## config.mk

```make
export PLATFORM = sky130hd
export DESIGN_NAME = pipe_if_stage_flat
export DESIGN_NICKNAME = d
export VERILOG_FILES = /design/src/rtl/pipe_if_stage_if.sv /design/src/rtl/pipe_if_stage.sv /design/src/flat_wrapper.sv
export SDC_FILE = /design/constraint.sdc
export NUM_CORES = 1
export LEC_CHECK = 0
export CAP_MARGIN = 20
export CORE_AREA = 2 2 202 204
export DETAILED_ROUTE_END_ITERATION = 16
export DIE_AREA = 0 0 204 206
export GPL_TIMING_DRIVEN = 0
export PLACE_DENSITY = 0.46
export SETUP_SLACK_MARGIN = 0.2
export SYNTH_ARGS = -nofsm -noshare
export SYNTH_HDL_FRONTEND = slang
export SYNTH_SLANG_ARGS = --single-unit
```

## constraint.sdc

```tcl
create_clock -name clock -period 2.3 [get_ports clock]
set_input_delay 0.345 -clock clock [delete_from_list [all_inputs] [get_ports clock]]
set_output_delay 0.345 -clock clock [all_outputs]
set_load 0.02 [all_outputs]
```

## src/rtl/pipe_if_stage_if.sv

```systemverilog
// ---------------------------------------------------------------------------
// pipe_if_stage_if -- instruction-memory fetch bus between the IF stage and
// the instruction memory (or I-cache).
//
//   imem_req   : fetch request, held high while a fetch is outstanding
//   imem_addr  : word address of the fetch, stable while imem_req is high
//   imem_ack   : fetch complete (may come in the same cycle as imem_req)
//   imem_rdata : fetched instruction, valid while imem_ack is high
//
// master = IF stage, slave = memory.
// ---------------------------------------------------------------------------
interface pipe_if_stage_if;
    logic        imem_req;
    logic [31:0] imem_addr;
    logic        imem_ack;
    logic [31:0] imem_rdata;

    modport master (
        output imem_req,
        output imem_addr,
        input  imem_ack,
        input  imem_rdata
    );

    modport slave (
        input  imem_req,
        input  imem_addr,
        output imem_ack,
        output imem_rdata
    );
endinterface

```

## src/rtl/pipe_if_stage.sv

```systemverilog
// ---------------------------------------------------------------------------
// pipe_if_stage -- instruction fetch stage of a 5-stage pipeline with a
// one-instruction branch delay slot.
//
// Ports
//   clock      : sole clock, rising edge
//   resetn     : asynchronous active-low reset
//   nostall    : ID can accept a new instruction this cycle
//   pcsource   : ID next-PC select (00 seq, 01 bpc, 10 rpc, 11 jpc)
//   bpc/rpc/jpc: branch, register-jump and jump targets from ID
//   imem       : fetch bus (master side)
//   dinst      : IF/ID instruction register (0 on a bubble)
//   dpc4       : IF/ID PC+4 register
//   dvalid     : IF/ID holds a real instruction
//
// The stage is a two-state machine. FETCH keeps a request outstanding at pc.
// If the word returns while ID is stalled it is parked in a one-entry skid
// buffer (sinst/spc4) and the machine sits in HOLD with no request until ID
// frees up. A redirect seen while the delay slot is still in flight is
// remembered in redir_pc/redir_valid and applied when the delay slot lands.
// ---------------------------------------------------------------------------
module pipe_if_stage #(
    parameter logic [31:0] RESET_PC = 32'h0000_0000
) (
    input  logic                   clock,
    input  logic                   resetn,
    input  logic                   nostall,
    input  logic [1:0]             pcsource,
    input  logic [31:0]            bpc,
    input  logic [31:0]            rpc,
    input  logic [31:0]            jpc,
    pipe_if_stage_if.master        imem,
    output logic [31:0]            dinst,
    output logic [31:0]            dpc4,
    output logic                   dvalid
);

    typedef enum logic {
        FETCH = 1'b0,
        HOLD  = 1'b1
    } state_t;

    state_t      state, state_nxt;
    logic [31:0] pc;
    logic [31:0] pc_plus4;
    logic [31:0] pc_nxt;
    logic [31:0] target;
    logic [31:0] redir_pc;
    logic        redir_valid;
    logic [31:0] sinst;
    logic [31:0] spc4;
    logic        fetch_req;
    logic        fetch_ack;
    logic        consume;
    logic        redirect;
    logic        advance;

    assign pc_plus4 = pc + 32'd4;

    // The instruction in ID only steers the PC on the cycle it is consumed;
    // otherwise pcsource and the targets are stale and must be ignored.
    assign consume  = dvalid & nostall;
    assign redirect = consume & (pcsource != 2'b00);

    always_comb begin
        target = bpc;
        case (pcsource)
            2'b01:   target = bpc;
            2'b10:   target = rpc;
            2'b11:   target = jpc;
            default: target = bpc;
        endcase
    end

    assign fetch_ack = (state == FETCH) & imem.imem_ack;

    // pc moves only when the word at pc has been handed to ID.
    assign advance = (fetch_ack & nostall) | ((state == HOLD) & nostall);

    // A live redirect wins over a remembered one: a remembered redirect can
    // only exist while the delay slot is in flight, and then dvalid=0 so no
    // live redirect can occur in the same cycle anyway.
    always_comb begin
        pc_nxt = pc_plus4;
        if (redirect)
            pc_nxt = target;
        else if (redir_valid)
            pc_nxt = redir_pc;
    end

    // ---------------------------------------------------------------------
    // FSM
    // ---------------------------------------------------------------------
    always_ff @(posedge clock or negedge resetn) begin
        if (!resetn)
            state <= FETCH;
        else
            state <= state_nxt;
    end

    always_comb begin
        state_nxt = state;
        fetch_req = 1'b0;
        case (state)
            FETCH: begin
                fetch_req = 1'b1;
                if (imem.imem_ack && !nostall)
                    state_nxt = HOLD;
            end
            HOLD: begin
                if (nostall)
                    state_nxt = FETCH;
            end
            default: state_nxt = FETCH;
        endcase
    end

    assign imem.imem_req  = fetch_req;
    assign imem.imem_addr = pc;

    // ---------------------------------------------------------------------
    // PC and deferred redirect
    // ---------------------------------------------------------------------
    always_ff @(posedge clock or negedge resetn) begin
        if (!resetn) begin
            pc          <= RESET_PC;
            redir_valid <= 1'b0;
            redir_pc    <= 32'h0;
        end else if (advance) begin
            pc          <= pc_nxt;
            redir_valid <= 1'b0;
        end else if (redirect) begin
            // Branch consumed but its delay slot has not arrived yet: the
            // delay slot still comes from the sequential pc, the target is
            // applied when it lands.
            redir_valid <= 1'b1;
            redir_pc    <= target;
        end
    end

    // ---------------------------------------------------------------------
    // IF/ID register and skid buffer
    // ---------------------------------------------------------------------
    always_ff @(posedge clock or negedge resetn) begin
        if (!resetn) begin
            dinst  <= 32'h0;
            dpc4   <= 32'h0;
            dvalid <= 1'b0;
            sinst  <= 32'h0;
            spc4   <= 32'h0;
        end else if (state == FETCH) begin
            if (imem.imem_ack && nostall) begin
                dinst  <= imem.imem_rdata;
                dpc4   <= pc_plus4;
                dvalid <= 1'b1;
            end else if (imem.imem_ack) begin
                // ID stalled: park the word, IF/ID keeps its contents.
                sinst <= imem.imem_rdata;
                spc4  <= pc_plus4;
            end else if (nostall) begin
                // Nothing fetched yet: hand ID a bubble, dpc4 left as is.
                dinst  <= 32'h0;
                dvalid <= 1'b0;
            end
        end else if (nostall) begin
            dinst  <= sinst;
            dpc4   <= spc4;
            dvalid <= 1'b1;
        end
    end

endmodule
```

## src/flat_wrapper.sv

```systemverilog
// flat-port wrapper written by rule: the top's interface ports become plain ports
module pipe_if_stage_flat 
#(
    parameter logic [31:0] RESET_PC = 32'h0000_0000
)
  (clock, resetn, nostall, pcsource, bpc, rpc, jpc, dinst, dpc4, dvalid, imem_imem_req, imem_imem_addr, imem_imem_ack, imem_imem_rdata);
  pipe_if_stage_if imem_i ();
  input  logic clock;
  input  logic resetn;
  input  logic nostall;
  input  logic [1:0] pcsource;
  input  logic [31:0] bpc;
  input  logic [31:0] rpc;
  input  logic [31:0] jpc;
  output logic [31:0] dinst;
  output logic [31:0] dpc4;
  output logic dvalid;
  output wire logic [$bits(imem_i.imem_req)-1:0] imem_imem_req;
  output wire logic [$bits(imem_i.imem_addr)-1:0] imem_imem_addr;
  input wire logic [$bits(imem_i.imem_ack)-1:0] imem_imem_ack;
  input wire logic [$bits(imem_i.imem_rdata)-1:0] imem_imem_rdata;
  assign imem_imem_req = imem_i.imem_req;
  assign imem_imem_addr = imem_i.imem_addr;
  assign imem_i.imem_ack = imem_imem_ack;
  assign imem_i.imem_rdata = imem_imem_rdata;
  pipe_if_stage #(.RESET_PC(RESET_PC)) u_core (.clock(clock), .resetn(resetn), .nostall(nostall), .pcsource(pcsource), .bpc(bpc), .rpc(rpc), .jpc(jpc), .imem(imem_i), .dinst(dinst), .dpc4(dpc4), .dvalid(dvalid));
endmodule
```

==> reports/metrics.yaml, run 1 <==
global_routing:
  grt_pass1_vias: 8958
  grt_max_degree: 78
  grt_pass1_wl_um: 57100
  antenna_found_initial: 0
  track_usage: 0.182
  gr-total-overflow: 0
die:
  die_y_um: 206
  die_x_um: 204
  fp.dieArea_sq_um: 42000
  rows: 74
  io_pins: 232
  initial_core_util: 0.245
  coreArea_sq_um: 40200
worst_hold_path:
  holdCritPathClass: "primary input to asynchronous set/reset pin"
timing:
  skew_ns: 0.0142
  fin_crit_sh: 0.946
  finalSetupTns_ns: 0
  min_period_ns: 2.18
  rsz0062_at_grt: "true"
  hold_viol: 0
  maxSlewHeadroom: 0.488
  tightest_slew_ns: 0.767
  slew_violations: 0
  fmax_mhz: 460
  fin_ws_ns: 0.124
  setup_viol: 0
critical_path:
  cp-end-kind: "register"
  critPathMaxFanout: 5
  crit_path_max_incr_delay_ns: 0.60
  crit_chain: "buf_8, nand4_4, or4_4, or4_4, a21oi_1, a2bb2oi_1"
  slowest_stage: "or4_4"
  worstPathArrival_ns: 2.54
  cp-start-kind: "register"
  critPathLaunch: "u_core.imem.imem_addr[10]$_DFFE_PN0P_"
  worstPathRequired_ns: 2.66
  crit_top_cell: "or4_4"
  worstSetupPathType: "register to register"
  rr_startpoint: "u_core.imem.imem_addr[10]$_DFFE_PN0P_"
detailed_routing:
  firstDrtPassIters: 5
  wl_um: 38500
  drtIter0Drc: 543
  vias_per_cell: 4.83
  vias: 9356
  ant_nets: 0
  route.detailed.drc: 0
  routedWlPerCell_um: 19.9
final_layout:
  nNetsFinal: 1526
  area_delta_synth_final_pct: 42.7
  drive_gt1_frac: 0.142
logic_synthesis:
  ys.flop_type: "dfrtp_1"
  ys_warn_count: 0
  syn_inst: 1114
  synth-async-reset-ratio: 1.00
  syn_area_per_cell_sq_um: 8.84
  synth-edff-count: 0
  ys_seq_elements: 195
  ys_seq_area_frac: 0.496
  synth_nets: 1249
  synth_cell_types: 57
  netlist_area_sq_um: 9840
clock_tree:
  clk_pin_slew_worst_paths_ns: 0.07
  cts_tree: "done"
  cts.path.max_buffers: 2
  htreeDepth: 4
  insertion_delay_ns: 0.44
  cts_buffers: 17
  cts_sinks: 195
  clock-root-buffer: "clkbuf_16"
placed_design:
  dpl.hpwl_um: 28700
  numPortBuffers: 230
  place_ws_ns: -0.971
  gp_congestion: 0.914
pwr:
  power.leakage_nw: 5.96
  powerDensity_nw_per_um2: 894
  ir_worst_vdd_mv: 0.408
run_status:
  status: "finished clean"
job:
  drv_cap: 0
-- sequential cells by signal, summed over array words and instances, names as in the netlist --
signal and count:
u_core.dinst 32, u_core.imem.imem_addr 32, u_core.sinst 32, u_core.state 1, u_core.dvalid 1, u_core.dpc4 32, u_core.redir_valid 1, u_core.redir_pc 32
u_core.spc4 32
-- critical path: cells and delay by family, from the launching register on --
| family | cells | cell delay (ns) |
|---|---|---|
| and+or+nand+nor | 3 | 1.28 |
| DFF | 1 | 0.38 |
| AOI/OAI and AO/OA | 2 | 0.31 |
| buffers and inverters | 1 | 0.12 |
-- cell usage in the layout (no fill, tap or decap), types with 7 or more instances in the layout --
master	n
buf_4	28
nor3_2	7
a211oi_1	12
clkdlybuf4s50_1	228
mux2i_1	39
a2bb2oi_1	7
clkbuf_1	24
nor3_1	20
mux2_2	14
a21o_1	7
nand4_1	11
dfrtp_1	180
nor2_1	75
o21ai_0	108
clkbuf_2	44
a21oi_1	72
xnor2_1	11
nand3_1	27
clkbuf_16	17
a31oi_1	8
and3_1	18
inv_1	10
o21ai_1	14
clkbuf_4	10
nand2_1	219
or3_1	7
dfrtp_2	15
a22oi_1	33
-- final timing paths --
path	end	slack (ns)	cells after the start
min reg2reg	u_core.sinst[29]$_DFFE_PN0P_	0.48	2
min in group clock	u_core.sinst[0]$_DFFE_PN0P_	0.45	3
max reg2reg	u_core.imem.imem_addr[24]$_DFFE_PN0P_	0.12	6
max	u_core.imem.imem_addr[24]$_DFFE_PN0P_	0.12	6
max in group asynchronous	u_core.imem.imem_addr[10]$_DFFE_PN0P_	0.76	4
min	u_core.dpc4[11]$_DFFE_PN0P_	0.44	2
-- layer usage --
metal / global-route usage / vias to the layer above / part of all wire
li1: - / 4491 / -
met3: 0.0394 / 28 / 0.063
met1: 0.249 / 4523 / 0.46
met4: 0.0383 / 0 / 0.011
met5: 0 / - / 0
met2: 0.297 / 314 / 0.47
-- cell usage after synthesis (all sizes together), types with 6 or more instances --
cell	n	area, sq um
buf	15	68.8
dfrtp	195	4880
a2bb2oi	7	61.3
clkbuf	75	282
a211oi	14	105
a21o	7	52.6
o31a	6	52.6
or3	8	50.1
xor2	8	70.1
a22oi	33	248
nand4	12	90.1
and3	18	113
mux2	14	158
o31ai	6	45.0
a21oi	72	360
a31oi	8	50.1
o21ai	123	616
nand2b	6	37.5
inv	10	37.5
nor2	78	293
nand3	31	160
mux2i	39	390
nor4	13	106
nand2	224	841
xnor2	11	96.3
nor3	27	135
-- logic make-up (layout without fill, tap and decap cells) --
family | count (synthesis) | after routing | synth area share
other cells | 0 | 1 | 0
flops | 195 | 195 | 0.496
compound gates | 309 | 309 | 0.190
mux | 53 | 53 | 0.0557
buf+inv | 101 | 391 | 0.0398
xor+xnor | 19 | 19 | 0.0169
simple gates | 436 | 436 | 0.200
fa+ha+maj | 1 | 1 | 0.00127
-- repair_timing --
action,4_1_cts,5_1_grt
hold endpoints to repair,51,0
endpoints found under the setup margin,172,127
pin swaps,5,7
gates resized for setup,75,74
buffers inserted,8,17
hold buffers,1,0
-- where the power goes --
part | internal, mW | total, mW | switching, mW | leakage [nW]
logic | 1.99 | 4.56 | 2.56 | 3.32
registers | 4.29 | 4.96 | 0.680 | 2.36
clock network | 1.53 | 3.03 | 1.50 | 0.273
-- per-stage QoR --
stage | power [mW] | std cells | cell area (sq um) | utilization | hold WS, ns
6_report | 12.6 | 1937 | 14000 | 0.350 | 0.442
5_1_grt | 13.3 | 1936 | 14000 | 0.349 | 0.462
4_1_cts | 12.5 | 1919 | 13700 | 0.342 | 0.443
3_5_place_dp | 9.26 | 1878 | 12900 | 0.321 | 0.310
3_3_place_gp | 9.20 | 1876 | 12800 | 0.320 | 0.454
2_1_floorplan | 7.09 | 1114 | 9870 | - | 0.0494
-- area by class of cell --
type / instances / area (sq um)
inverters: 11 / 43.8
flip-flops and latches: 195 / 4900
well taps: 532 / 666
clock inverters: 14 / 144
clock buffers: 18 / 429
plain buffers: 90 / 469
diodes: 1 / 2.50
fillers: 4244 / 26100
repair buffers: 258 / 2550
multi-input cells: 818 / 4840
Note: power is estimated with default switching activity, not from simulation.
==> inputs of run 2 (changes only) <==
--- a/config.mk
+++ b/config.mk
@@ -5,13 +5,14 @@
 export SDC_FILE = /design/constraint.sdc
 export NUM_CORES = 1
 export LEC_CHECK = 0
-export CAP_MARGIN = 20
 export CORE_AREA = 2 2 202 204
 export DETAILED_ROUTE_END_ITERATION = 16
 export DIE_AREA = 0 0 204 206
 export GPL_TIMING_DRIVEN = 0
 export PLACE_DENSITY = 0.46
+export RECOVER_POWER = 50
 export SETUP_SLACK_MARGIN = 0.2
+export SKIP_CTS_REPAIR_TIMING = 1
 export SYNTH_ARGS = -nofsm -noshare
 export SYNTH_HDL_FRONTEND = slang
 export SYNTH_SLANG_ARGS = --single-unit
==> run 2 against run 1 <==
Against the previous run: die area unchanged; critical path depth did not move; clock-buffer cell count stayed put; sequential cell count unchanged; critical endpoint is now u_core.dpc4[24]$_DFFE_PN0P_.
==> reports/metrics.yaml, run 2 (synthesis gave the netlist of run 1 again) <==
run_status:
  status: "finished clean"  # unchanged
global_routing:
  grt_util_met1: 0.245  # was 0.249
  track_usage: 0.180  # was 0.182
  gr-usage-met2: 0.292  # was 0.297
  grt_max_degree: 78  # unchanged
  gr-total-overflow: 0  # unchanged
  use_met3: 0.0394  # unchanged
  grt_busiest_layer: "met2"  # unchanged
  antenna_found_initial: 0  # unchanged
  grt_pass1_vias: 8908  # was 8958
  grt_pass1_wl_um: 56600  # was 57100 um
placed_design:
  gp_congestion: 0.914  # unchanged
  dpl.hpwl_um: 28700  # unchanged
  numPortBuffers: 230  # unchanged
pwr:
  seqPwrFrac: 0.399  # was 0.395
  power_mw: 12.5  # was 12.6 mW
  p_int_mw: 7.74  # was 7.81 mW
  ir_worst_vdd_mv: 0.401  # was 0.408 mV
  sw_frac_of_total: 0.378  # about the same
  power_frac_clock: 0.243  # was 0.242
  p_sw_mw: 4.71  # was 4.75 mW
  comb_power_share: 0.358  # was 0.363
  powerDensity_nw_per_um2: 888  # was 894 nW/um^2
  power.leakage_nw: 5.98  # was 5.96 nW
detailed_routing:
  firstDrtPassIters: 5  # unchanged
  routedWlPerCell_um: 19.7  # was 19.9 um
  route.detailed.drc: 0  # unchanged
  vias: 9322  # was 9356
  drtIter0Drc: 622  # was 543
  wl_um: 38300  # was 38500 um
  ant_nets: 0  # unchanged
  vias_per_cell: 4.81  # was 4.83
timing:
  slew_violations: 0  # unchanged
  hold_viol: 0  # unchanged
  maxSlewHeadroom: 0.505  # was 0.488
  setup_viol: 0  # unchanged
  min_period_ns: 2.17  # was 2.18 ns
  tightest_slew_ns: 0.743  # was 0.767 ns
  rsz0062_at_grt: "true"  # unchanged
  skew_ns: 0.0140  # was 0.0142 ns
  fin_crit_sh: 0.942  # was 0.946
  fin_hold_ws_ns: 0.440  # was 0.442 ns
  finalSetupTns_ns: 0  # unchanged
  fmax_mhz: 462  # was 460 MHz
clock_tree:
  cts_tree: "done"  # unchanged
  cts_buffers: 17  # unchanged
  cts.path.max_buffers: 2  # unchanged
  clk_pin_slew_worst_paths_ns: 0.09  # was 0.07 ns
  cts_sinks: 195  # unchanged
  htreeDepth: 4  # unchanged
  clock-root-buffer: "clkbuf_16"  # unchanged
  insertion_delay_ns: 0.44  # about the same
critical_path:
  critPathLaunch: "u_core.imem.imem_addr[10]$_DFFE_PN0P_"  # unchanged
  cp-start-kind: "register"  # unchanged
  critPathMaxFanout: 6  # was 5
  worstPathArrival_ns: 2.50  # was 2.54 ns
  worstPathRequired_ns: 2.63  # was 2.66 ns
  worstSetupPathType: "register to register"  # unchanged
  rr_startpoint: "u_core.imem.imem_addr[10]$_DFFE_PN0P_"  # unchanged
  worstRegToRegCells: 6  # unchanged
  cp-end-kind: "register"  # unchanged
final_layout:
  final_common_cell: "nand2_1"  # was clkdlybuf4s50_1
  fillerInstances: 4272  # was 4244
  drive_gt1_frac: 0.140  # was 0.142
  final_cell_mix: "nand2_1 (219), dfrtp_1 (182), clkdlybuf4s50_1 (180)"  # was clkdlybuf4s50_1 (228), nand2_1 (219), dfrtp_1 (180)
  nNetsFinal: 1528  # was 1526
  area_delta_synth_final_pct: 42.4  # was 42.7%
die:
  coreArea_sq_um: 40200  # unchanged
  die_x_um: 204  # unchanged
  rows: 74  # unchanged
  io_pins: 232  # unchanged
  fp.dieArea_sq_um: 42000  # unchanged
  die_y_um: 206  # unchanged
  initial_core_util: 0.245  # unchanged
job:
  drv_cap: 0  # unchanged
worst_hold_path:
  holdCritPathClass: "primary input to asynchronous set/reset pin"  # unchanged
run 2: cell types whose count changed in the layout (fill, tap and decap cells not counted), sizes merged:
cell / change
clkbuf: -2
dlygate4sd3: +48
buf: +4
clkdlybuf4s50: -48
clkinvlp: +1
inv: -1
run 2: stage by stage:
step,utilization,cells,instance area [sq um],setup slack (ns)
floorplan,-,1114,9870,0.201
global placement,0.320,1876,12800,-8.97
detailed placement,0.321,1878,12900,-0.971
CTS,0.335,1910,13500,-0.712
global route,0.349,1938,14000,0.103
finish,0.349,1939,14000,0.134
run 2: metal layers:
metal,vias up,wire length (um),share of wire
met5,-,0,0
met4,0,568,0.015
met3,38,2350,0.061
met2,308,17700,0.46
met1,4480,17600,0.46
li1,4496,-,-
run 2: area by class of cell:
class                      instances  area [sq um]  share of cell area
antenna                            1          2.50            0.000179
buffer                            90           465              0.0332
clock buffer                      18           429              0.0306
clock inverter                    14           144              0.0103
inverter                          11          45.0             0.00321
multi-input combinational        818          4820               0.344
sequential                       195          4900               0.349
tap                              532           666              0.0475
timing repair buffer             260          2550               0.182
run 2: path summary, 6_finish.rpt:
path                                                         to  slack, ns
min                                 u_core.dpc4[11]$_DFFE_PN0P_       0.44
max                                 u_core.dpc4[24]$_DFFE_PN0P_       0.13
min reg2reg                         u_core.spc4[17]$_DFFE_PN0P_       0.48
min in group clock                  u_core.sinst[0]$_DFFE_PN0P_       0.45
max in group asynchronous  u_core.imem.imem_addr[7]$_DFFE_PN0P_       0.41
max reg2reg                         u_core.dpc4[24]$_DFFE_PN0P_       0.13
run 2: power by group through the flow:
stage	clock, mW	sequential (mW)	combinational, mW
3_5_place_dp	0	5.06	4.20
4_1_cts	3.10	4.99	4.21
3_3_place_gp	0	5.04	4.16
5_1_grt	3.24	5.09	4.84
2_1_floorplan	0	5.36	1.73
6_report	3.02	4.97	4.46
run 2: critical path, stage by stage (launching register included):
cell and delay (ns):
dfrtp_2 0.38, buf_8 0.14, nand4_4 0.11, or4_4 0.58, or4_4 0.56, xor2_4 0.21
o21ai_1 0.08
==> inputs of run 3 (changes only) <==
--- a/config.mk
+++ b/config.mk
@@ -6,12 +6,13 @@
 export NUM_CORES = 1
 export LEC_CHECK = 0
 export CORE_AREA = 2 2 202 204
+export CTS_CLUSTER_SIZE = 30
 export DETAILED_ROUTE_END_ITERATION = 16
 export DIE_AREA = 0 0 204 206
 export GPL_TIMING_DRIVEN = 0
 export PLACE_DENSITY = 0.46
 export RECOVER_POWER = 50
-export SETUP_SLACK_MARGIN = 0.2
+export SETUP_SLACK_MARGIN = 0.05
 export SKIP_CTS_REPAIR_TIMING = 1
 export SYNTH_ARGS = -nofsm -noshare
 export SYNTH_HDL_FRONTEND = slang
==> run 3 against run 2 <==
Against the previous run: fmax decreased by 5.0%; clock-buffer cell count increased by 1; register-to-register slack got worse by 0.11 ns; via count decreased by 0.54%; critical path type unchanged; critical endpoint is now u_core.dpc4[21]$_DFFE_PN0P_; largest cell class unchanged; highest routed layer unchanged.
==> reports/metrics.yaml, run 3 (synthesis gave the netlist of run 1 again) <==
run_status:
  status: "finished clean"  # unchanged
detailed_routing:
  firstDrtPassIters: 5  # unchanged
  wl_um: 38100  # was 38300 um
  ant_nets: 0  # unchanged
  drtIter0Drc: 671  # was 622
  route.detailed.drc: 0  # unchanged
  vias_per_cell: 4.82  # was 4.81
  routedWlPerCell_um: 19.8  # was 19.7 um
  vias: 9272  # was 9322
timing:
  maxSlewHeadroom: 0.513  # was 0.505
  slew_violations: 0  # unchanged
  min_period_ns: 2.28  # was 2.17 ns
  rsz0062_at_grt: "true"  # unchanged
  hold_viol: 0  # unchanged
  setup_viol: 0  # unchanged
  fin_ws_ns: 0.0197  # was 0.134 ns
  finalSetupTns_ns: 0  # unchanged
  tightest_slew_ns: 0.730  # was 0.743 ns
  fin_crit_sh: 0.991  # was 0.942
  skew_ns: 0.0104  # was 0.0140 ns
  fmax_mhz: 439  # was 462 MHz
critical_path:
  worstPathArrival_ns: 2.65  # was 2.50 ns
  cp_top_family: "simple AND/OR/NAND/NOR gates"  # unchanged
  rr_startpoint: "u_core.imem.imem_addr[11]$_DFFE_PN0P_"  # was u_core.imem.imem_addr[10]$_DFFE_PN0P_
  cp-end-kind: "register"  # unchanged
  worstRegToRegCells: 6  # unchanged
  cp_num_buf_inv: 1  # unchanged
  critPathMaxFanout: 10  # was 6
  cp-start-kind: "register"  # unchanged
  critPathLaunch: "u_core.imem.imem_addr[11]$_DFFE_PN0P_"  # was u_core.imem.imem_addr[10]$_DFFE_PN0P_
  worstPathRequired_ns: 2.67  # was 2.63 ns
  r2r_slack_ns: 0.02  # was 0.13 ns
  critPathCapture: "u_core.dpc4[21]$_DFFE_PN0P_"  # was u_core.dpc4[24]$_DFFE_PN0P_
  crit_chain: "nand4_4, or4_4, buf_4, nor4_1, nor3_1, o21ai_1"  # was buf_8, nand4_4, or4_4, or4_4, xor2_4, o21ai_1
  slowest_stage: "or4_4"  # unchanged
  worstSetupPathType: "register to register"  # unchanged
  r2r_end: "u_core.dpc4[21]$_DFFE_PN0P_"  # was u_core.dpc4[24]$_DFFE_PN0P_
  path_depth: 6  # unchanged
  crit_path_max_incr_delay_ns: 0.56  # was 0.58 ns
die:
  die_x_um: 204  # unchanged
  io_pins: 232  # unchanged
  initial_core_util: 0.245  # unchanged
  die_y_um: 206  # unchanged
  rows: 74  # unchanged
  fp.dieArea_sq_um: 42000  # unchanged
  coreArea_sq_um: 40200  # unchanged
global_routing:
  grt_max_degree: 84  # was 78
  grt_pass1_vias: 8966  # was 8908
  grt_pass1_wl_um: 57100  # was 56600 um
  track_usage: 0.181  # was 0.180
  gr-total-overflow: 0  # unchanged
  antenna_found_initial: 0  # unchanged
final_layout:
  utilization: 0.344  # was 0.349
  drive_gt1_frac: 0.110  # was 0.140
  diodes: 0  # was 1
  area_delta_synth_final_pct: 40.4  # was 42.4%
  fin_area_sq_um: 13800  # was 14000 sq um
  final_common_cell: "nand2_1"  # unchanged
  final_cell_mix: "nand2_1 (222), dfrtp_1 (185), clkdlybuf4s50_1 (180)"  # was nand2_1 (219), dfrtp_1 (182), clkdlybuf4s50_1 (180)
  nNetsFinal: 1514  # was 1528
placed_design:
  gp_congestion: 0.895  # was 0.914
  placed_area_sq_um: 12900  # about the same
  numPortBuffers: 230  # unchanged
  dpl.hpwl_um: 29200  # was 28700 um
  place_ws_ns: -1.07  # was -0.971 ns
clock_tree:
  cts_sinks: 195  # unchanged
  cts.path.max_buffers: 2  # unchanged
  clk_pin_slew_worst_paths_ns: 0.08  # was 0.09 ns
  cts_tree: "done"  # unchanged
  insertion_delay_ns: 0.44  # about the same
  htreeDepth: 4  # unchanged
  clock-root-buffer: "clkbuf_16"  # unchanged
  cts_buffers: 17  # unchanged
pwr:
  powerDensity_nw_per_um2: 893  # was 888 nW/um^2
  power.leakage_nw: 5.84  # was 5.98 nW
  power_mw: 12.3  # was 12.5 mW
  ir_worst_vdd_mv: 0.359  # was 0.401 mV
worst_hold_path:
  holdCritPathClass: "primary input to asynchronous set/reset pin"  # unchanged
job:
  drv_cap: 0  # unchanged
-- run 3: cell types whose count changed in the layout (fill, tap and decap cells not counted), sizes merged --
cell / before / now
buf: 46 / 33
bufinv: 1 / 0
clkbuf: 93 / 92
clkinvlp: 4 / 3
diode: 1 / 0
dlymetal6s2s: 0 / 1
inv: 16 / 17
-- run 3: per-layer routing --
layer	part of all wire	track usage	vias up
met5	0	0	-
met4	0.010	0.0349	0
met3	0.071	0.0434	20
met2	0.47	0.298	316
met1	0.45	0.244	4478
li1	-	-	4458
-- run 3: power breakdown --
part           switching (mW)  internal, mW
clock                    1.52          1.51
sequential              0.717          4.28
combinational            2.47          1.85
-- run 3: final cells by class --
| cell class | count | area [sq um] |
|---|---|---|
| fillers | 4233 | 26400 |
| flip-flops and latches | 195 | 4890 |
| multi-input cells | 818 | 4750 |
| repair buffers | 249 | 2480 |
| well taps | 532 | 666 |
| clock buffers | 19 | 453 |
| plain buffers | 87 | 398 |
| clock inverters | 13 | 139 |
| inverters | 11 | 45.0 |
-- run 3: stage by stage --
| step | std cells | hold slack (ns) |
|---|---|---|
| global route | 1924 | 0.440 |
| CTS | 1910 | -0.182 |
| finish | 1924 | 0.414 |
| detailed placement | 1878 | 0.295 |
| floorplan | 1114 | 0.0494 |
| global placement | 1876 | 0.454 |
-- run 3: how the worst min path moves through the flow --
stage / from / to / slack [ns] / depth (start not counted)
6_report: resetn / u_core.dpc4[17]$_DFFE_PN0P_ / 0.41 / 2
5_1_grt: resetn / u_core.dpc4[22]$_DFFE_PN0P_ / 0.44 / 2
4_1_cts: resetn / u_core.dpc4[17]$_DFFE_PN0P_ / -0.18 / 1
3_5_place_dp: resetn / u_core.dpc4[17]$_DFFE_PN0P_ / 0.30 / 1
3_3_place_gp: u_core.spc4[17]$_DFFE_PN0P_ / u_core.spc4[17]$_DFFE_PN0P_ / 0.45 / 2
2_1_floorplan: resetn / u_core.dinst[0]$_DFFE_PN0P_ / 0.05 / 0
